===== src/rtl/sram_req_arbiter_pkg.sv =====
// Shared definitions for the SRAM request arbiter: requester IDs, default sizing
// and the bundled request-field record muxed onto the shared memory port.
package sram_req_arbiter_pkg;

  localparam logic REQ_ID_INST = 1'b0;
  localparam logic REQ_ID_DATA = 1'b1;

  localparam int OUTST_DEPTH_DEF  = 4;
  localparam int STARVE_LIMIT_DEF = 8;

  // Field order matches the {wr, size, wstrb, addr, wdata} concatenation of mem_*.
  typedef struct packed {
    logic        wr;
    logic [1:0]  size;
    logic [3:0]  wstrb;
    logic [31:0] addr;
    logic [31:0] wdata;
  } mem_req_t;

  function automatic mem_req_t pack_req(input logic        wr,
                                        input logic [1:0]  size,
                                        input logic [3:0]  wstrb,
                                        input logic [31:0] addr,
                                        input logic [31:0] wdata);
    mem_req_t r;
    r.wr    = wr;
    r.size  = size;
    r.wstrb = wstrb;
    r.addr  = addr;
    r.wdata = wdata;
    return r;
  endfunction

endpackage


===== src/rtl/sram_req_arbiter_id_fifo.sv =====
// arb_id_fifo: small synchronous FIFO holding the requester ID of every accepted,
// not yet answered transaction. Pointers wrap naturally (DEPTH is a power of 2).
module arb_id_fifo
  import sram_req_arbiter_pkg::*;
#(
  parameter int DEPTH = OUTST_DEPTH_DEF,
  parameter int WIDTH = 1,
  localparam int PTR_W = $clog2(DEPTH)
) (
  input  logic             clk,
  input  logic             resetn,
  input  logic             i_push,
  input  logic [WIDTH-1:0] i_din,
  input  logic             i_pop,
  output logic [WIDTH-1:0] o_dout,
  output logic             o_full,
  output logic             o_empty,
  output logic [PTR_W:0]   o_count
);

  logic [WIDTH-1:0] r_mem [DEPTH];
  logic [PTR_W-1:0] r_wr_ptr;
  logic [PTR_W-1:0] r_rd_ptr;
  logic [PTR_W:0]   r_count;
  logic             w_push;
  logic             w_pop;

  assign o_full  = (r_count == (PTR_W+1)'(DEPTH));
  assign o_empty = (r_count == '0);
  assign o_count = r_count;
  assign o_dout  = r_mem[r_rd_ptr];

  // A pop while full frees the slot only from the next cycle on.
  assign w_push = i_push && !o_full;
  assign w_pop  = i_pop && !o_empty;

  always_ff @(posedge clk) begin
    if (!resetn) begin
      r_wr_ptr <= '0;
      r_rd_ptr <= '0;
      r_count  <= '0;
    end else begin
      if (w_push) r_wr_ptr <= r_wr_ptr + 1'b1;
      if (w_pop)  r_rd_ptr <= r_rd_ptr + 1'b1;
      r_count <= r_count + (PTR_W+1)'(w_push) - (PTR_W+1)'(w_pop);
    end
  end

  always_ff @(posedge clk) begin
    if (w_push) r_mem[r_wr_ptr] <= i_din;
  end

endmodule


===== src/rtl/sram_req_arbiter.sv =====
// Shares one SRAM-like port between the inst and data requesters, tracks ownership
// of outstanding transactions in order. Optional starvation guard: ARB_STARVE_EN.
module sram_req_arbiter
  import sram_req_arbiter_pkg::*;
#(
  parameter int OUTST_DEPTH  = OUTST_DEPTH_DEF,
  parameter int STARVE_LIMIT = STARVE_LIMIT_DEF
) (
  input  logic        clk,
  input  logic        resetn,
  input  logic        inst_req,
  input  logic        inst_wr,
  input  logic [1:0]  inst_size,
  input  logic [3:0]  inst_wstrb,
  input  logic [31:0] inst_addr,
  input  logic [31:0] inst_wdata,
  output logic        inst_addr_ok,
  output logic        inst_data_ok,
  output logic [31:0] inst_rdata,
  input  logic        data_req,
  input  logic        data_wr,
  input  logic [1:0]  data_size,
  input  logic [3:0]  data_wstrb,
  input  logic [31:0] data_addr,
  input  logic [31:0] data_wdata,
  output logic        data_addr_ok,
  output logic        data_data_ok,
  output logic [31:0] data_rdata,
  output logic        mem_req,
  output logic        mem_wr,
  output logic [1:0]  mem_size,
  output logic [3:0]  mem_wstrb,
  output logic [31:0] mem_addr,
  output logic [31:0] mem_wdata,
  input  logic        mem_addr_ok,
  input  logic        mem_data_ok,
  input  logic [31:0] mem_rdata
);

  localparam int CNT_W = $clog2(OUTST_DEPTH) + 1;

  logic             r_lock;
  logic             r_lock_id;
  logic             w_grant;
  logic             w_sel_req;
  logic             w_accept;
  logic             w_pop;
  logic             w_head;
  logic             w_full;
  logic             w_empty;
  logic [CNT_W-1:0] w_count;
  logic             w_starve_force;
  mem_req_t         w_inst_fields;
  mem_req_t         w_data_fields;
  mem_req_t         w_mem_fields;

`ifdef ARB_STARVE_EN
  localparam int SC_W = $clog2(STARVE_LIMIT + 1);
  logic [SC_W-1:0] r_starve_cnt;

  assign w_starve_force = (r_starve_cnt == SC_W'(STARVE_LIMIT));

  // Counts data grants accepted back-to-back while inst keeps waiting.
  always_ff @(posedge clk) begin
    if (!resetn) begin
      r_starve_cnt <= '0;
    end else if (!inst_req) begin
      r_starve_cnt <= '0;
    end else if (w_accept && (w_grant == REQ_ID_INST)) begin
      r_starve_cnt <= '0;
    end else if (w_accept && (w_grant == REQ_ID_DATA) && !w_starve_force) begin
      r_starve_cnt <= r_starve_cnt + 1'b1;
    end
  end
`else
  assign w_starve_force = 1'b0;
`endif

  always_comb begin
    w_grant = REQ_ID_INST;
    if (r_lock) begin
      w_grant = r_lock_id;
    end else if (w_starve_force) begin
      w_grant = REQ_ID_INST;
    end else if (data_req) begin
      w_grant = REQ_ID_DATA;
    end
  end

  assign w_inst_fields = pack_req(inst_wr, inst_size, inst_wstrb, inst_addr, inst_wdata);
  assign w_data_fields = pack_req(data_wr, data_size, data_wstrb, data_addr, data_wdata);
  assign w_mem_fields  = (w_grant == REQ_ID_DATA) ? w_data_fields : w_inst_fields;
  assign w_sel_req     = (w_grant == REQ_ID_DATA) ? data_req : inst_req;

  assign mem_req   = w_sel_req && !w_full && resetn;
  assign mem_wr    = w_mem_fields.wr;
  assign mem_size  = w_mem_fields.size;
  assign mem_wstrb = w_mem_fields.wstrb;
  assign mem_addr  = w_mem_fields.addr;
  assign mem_wdata = w_mem_fields.wdata;

  assign w_accept     = mem_req && mem_addr_ok;
  assign inst_addr_ok = w_accept && (w_grant == REQ_ID_INST);
  assign data_addr_ok = w_accept && (w_grant == REQ_ID_DATA);

  // Responses come back in issue order, so the FIFO head names the owner.
  assign w_pop        = mem_data_ok && !w_empty;
  assign inst_data_ok = w_pop && (w_head == REQ_ID_INST);
  assign data_data_ok = w_pop && (w_head == REQ_ID_DATA);
  assign inst_rdata   = mem_rdata;
  assign data_rdata   = mem_rdata;

  // Hold the grant on a stalled request so the mem_* fields cannot switch owner.
  always_ff @(posedge clk) begin
    if (!resetn) begin
      r_lock    <= 1'b0;
      r_lock_id <= REQ_ID_INST;
    end else if (w_accept) begin
      r_lock <= 1'b0;
    end else if (mem_req) begin
      r_lock    <= 1'b1;
      r_lock_id <= w_grant;
    end else if (r_lock && !w_sel_req) begin
      r_lock <= 1'b0;
    end
  end

  arb_id_fifo #(
    .DEPTH (OUTST_DEPTH),
    .WIDTH (1)
  ) u_id_fifo (
    .clk     (clk),
    .resetn  (resetn),
    .i_push  (w_accept),
    .i_din   (w_grant),
    .i_pop   (w_pop),
    .o_dout  (w_head),
    .o_full  (w_full),
    .o_empty (w_empty),
    .o_count (w_count)
  );

`ifndef SYNTHESIS
  always @(posedge clk) begin
    if (resetn) begin
      assert (!(r_lock && !w_sel_req))
        else $error("sram_req_arbiter: locked requester dropped req before addr_ok");
      assert (!(mem_data_ok && w_empty))
        else $warning("sram_req_arbiter: mem_data_ok with no outstanding transaction");
      assert (w_count <= CNT_W'(OUTST_DEPTH))
        else $error("sram_req_arbiter: outstanding count overflow");
      assert (STARVE_LIMIT >= 1)
        else $error("sram_req_arbiter: STARVE_LIMIT must be at least 1");
    end
  end
`endif

endmodule


===== config.mk =====
export PLATFORM = sky130hd
export DESIGN_NAME = sram_req_arbiter
export DESIGN_NICKNAME = d
export VERILOG_FILES = /design/src/rtl/sram_req_arbiter_pkg.sv /design/src/rtl/sram_req_arbiter_id_fifo.sv /design/src/rtl/sram_req_arbiter.sv
export SDC_FILE = /design/constraint.sdc
export NUM_CORES = 1
export LEC_CHECK = 0
export CAP_MARGIN = 20
export CORE_AREA = 5 5 122 124
export DETAILED_ROUTE_END_ITERATION = 10
export DIE_AREA = 0 0 127 129
export DONT_BUFFER_PORTS = 1
export PLACE_DENSITY = 0.35
export SLEW_MARGIN = 20
export SYNTH_ARGS = -nofsm -noshare
export SYNTH_HDL_FRONTEND = slang
export SYNTH_SLANG_ARGS = --single-unit

===== constraint.sdc =====
create_clock -name clk -period 3.1 [get_ports clk]
set_clock_uncertainty 0.15 [all_clocks]
set_input_delay 0.62 -clock clk [delete_from_list [all_inputs] [get_ports clk]]
set_output_delay 0.62 -clock clk [all_outputs]
set_load 0.02 [all_outputs]

==> impl_metrics.tcl <==
set metrics [dict create \
    setup_viol 0 \
    wl_per_cell_microns 21.3 \
    dp_hpwl_mm 6.28 \
    r2r_cells 10 \
    pwr_density_cell_nw_per_um2 615 \
    htree_levels 1 \
    drtPass1Iterations 4 \
    via_per_inst 3.78 \
    synth.ff_latch_count 15 \
    fin_crit_ps 2620 \
    clkPwrFrac_pct 21.2 \
    cts_root_buf "clkbuf_16" \
    ir_drop_mv 0.150 \
    drive_above_1_share_pct 56.5 \
    hold_depth 2 \
    syn_to_final_growth_pct -9.66 \
    cts_made_buffers 3 \
    slowest_delay_ps 490 \
    use_met1_pct 9.84 \
    route.detailed.drc 0 \
    grt_usage_pct 7.55 \
    fmax_mhz 381 \
    die_w_microns 127 \
    postRouteAntennaNets 0 \
    combinationalPowerShare_pct 54.5 \
    synth_nets 402 \
    synth_cell_types 28 \
    drt-total-wl_mm 6.98 \
    worstPathCellList "mux2i_4, buf_4, mux2_2" \
    fin_nets 335 \
    pwr-share-seq_pct 24.3 \
    r2r_start "u_id_fifo.o_count[1]" \
    worstSetupStartpointType "flip-flop" \
    endpoint_kind "output pin" \
    clk_latency_ps 240 \
    critPathMaxFanout 36 \
    worstPathRequired_ps 2330 \
    cpMaxStageDelayCell "mux2_2" \
    period_share_pct 84.6 \
    fp-row-count 43 \
    vias 1237 \
    ys_warn_count 0 \
    tightest_slew_ps 458 \
    cts_hold_buf 0 \
    hp-start "u_id_fifo.r_wr_ptr[1]" \
    globalplace.congestion 0.700 \
    critPathKind "flip-flop to output pin" \
    final_common_cell "mux2_2" \
    synth-seq-area-share_pct 16.3 \
    p_sw_mw 0.492 \
    cp.arrival_ps 1850 \
    first_iter_violations 58 \
    syn_avg_cell_area_sq_um 9.70 \
    sw_frac_of_total_pct 42.4 \
    drv_slew 0 \
    die_area_sq_um 16400 \
    post-cts-setup-buffers 0 \
    internal_power_mw 0.668 \
    reg2reg_to "u_id_fifo.o_count[2]" \
    r2r_slack_ps 620 \
    postCtsResizedCells 0 \
    final.setup.tns_ps 0 \
    status "finished, final reports clean" \
    grt_first_pass_wirelength_mm 9.38 \
    hold_class "flip-flop to flip-flop" \
    stdcell_count 327 \
    clk_pin_slew_ps 50 \
    clockBufferDepth 2 \
    gr-max-usage-layer "met2" \
    slew_headroom_pct 69.5 \
    clock_sinks 15 \
    antennaDiodeCount 0 \
    die_h_microns 129 \
    leakage_nw 0.667 \
    core-area_sq_um 13700 \
    io_buffers 0 \
    rsz0062_at_grt "no" \
    cp_top_family "multiplexers" \
    hold_viol 0 \
    overflow 0 \
    ios 320 \
    grt_max_degree 39 \
    cts_tree "done" \
    antenna_found_initial 0 \
    initial_core_util_pct 15.3 \
    place_inst 323 \
    grt_pass1_vias 1410 \
    synthCells 215 \
    final_cell_mix "mux2_2 (71), dfxtp_1 (11), inv_1 (7), and2_1 (7)" \
    cap_violations 0 \
    min_to "u_id_fifo.r_wr_ptr[1]" \
    final_util_pct 13.8 \
    use_met2_pct 11.0 \
    met3_usage_pct 3.74 \
    crit_buf_inv 1 \
    syn-cell-area_sq_um 2090 \
]
-- cell usage after synthesis, drive strengths merged --
library cell	count	area, sq um
nand3b	1	7.51
clkbuf	2	8.75
dfxtp	11	220
a21oi	1	5.00
nand3	2	10.0
nor3b	1	7.51
or3b	1	8.76
fa	1	20.0
buf	73	532
nand2	4	15.0
nor2	2	7.51
nor2b	1	6.26
inv	7	26.3
mux2	71	800
and2	9	61.3
xnor2	4	35.0
ha	6	75.1
o31ai	1	7.51
and3	6	37.5
o21ai	3	22.5
mux4	1	22.5
mux2i	3	30.0
edfxtp	4	120
-- worst register-to-register path: cells and delay by family (launching register included) --
family	cells	cell delay, ps
adder cells (fa/ha/maj)	3	810
flip-flops	1	350
AND/OR/NAND/NOR	1	150
buffers and inverters	3	240
AO/OA/AOI/OAI	1	420
XOR/XNOR	2	260
-- metal layers --
layer	part of all wire, %	up-vias
met5	0	-
met4	1.7	0
met3	11	9
met2	47	149
met1	40	545
li1	-	534
-- metrics by stage --
step | setup slack, ps | cell area [sq um] | hold WS [ps] | power (mW)
finish | 476 | 1880 | 346 | 1.16
floorplan | 689 | 2090 | 314 | 0.957
CTS | 467 | 1880 | 342 | 1.19
global route | 392 | 1880 | 343 | 1.24
detailed placement | 603 | 1810 | 347 | 0.932
global placement | 646 | 1810 | 340 | 0.931
-- power by group through the flow --
stage               sequential (mW)  clock (mW)  combinational (mW)
detailed placement            0.285           0               0.646
global placement              0.284           0               0.647
floorplan                     0.274           0               0.683
global route                  0.289       0.265               0.684
CTS                           0.283       0.256               0.648
finish                        0.282       0.245               0.632
-- how the worst max path moves through the flow --
stage                              start  cells after the start                    to
global route                      r_lock                      4          data_addr_ok
floorplan                         resetn                     10  u_id_fifo.o_count[2]
CTS                               r_lock                      3          mem_wdata[0]
global placement    u_id_fifo.o_count[1]                     10  u_id_fifo.o_count[2]
detailed placement  u_id_fifo.o_count[1]                     10  u_id_fifo.o_count[2]
finish                            r_lock                      3          mem_wstrb[1]
-- logic make-up (layout without fill, tap and decap cells) --
kind of cell | count (synthesis) | after routing | share of synthesized area (%)
AO/OA/AOI/OAI | 5 | 5 | 1.68
AND/OR/NAND/NOR | 27 | 27 | 7.74
multiplexers | 75 | 75 | 40.9
buffers and inverters | 82 | 14 | 27.2
flip-flops | 15 | 15 | 16.3
adder cells (fa/ha/maj) | 7 | 7 | 4.56
XOR/XNOR | 4 | 4 | 1.68
-- final cells by class --
cell class / count / area, sq um
Clock buffer: 4 / 78.8
Fill cell: 1566 / 11800
Inverter: 7 / 26.3
Multi-Input combinational cell: 118 / 1190
Sequential cell: 15 / 340
Tap cell: 180 / 225
Timing Repair Buffer: 3 / 22.5
Power figures use the tool's default switching activity.
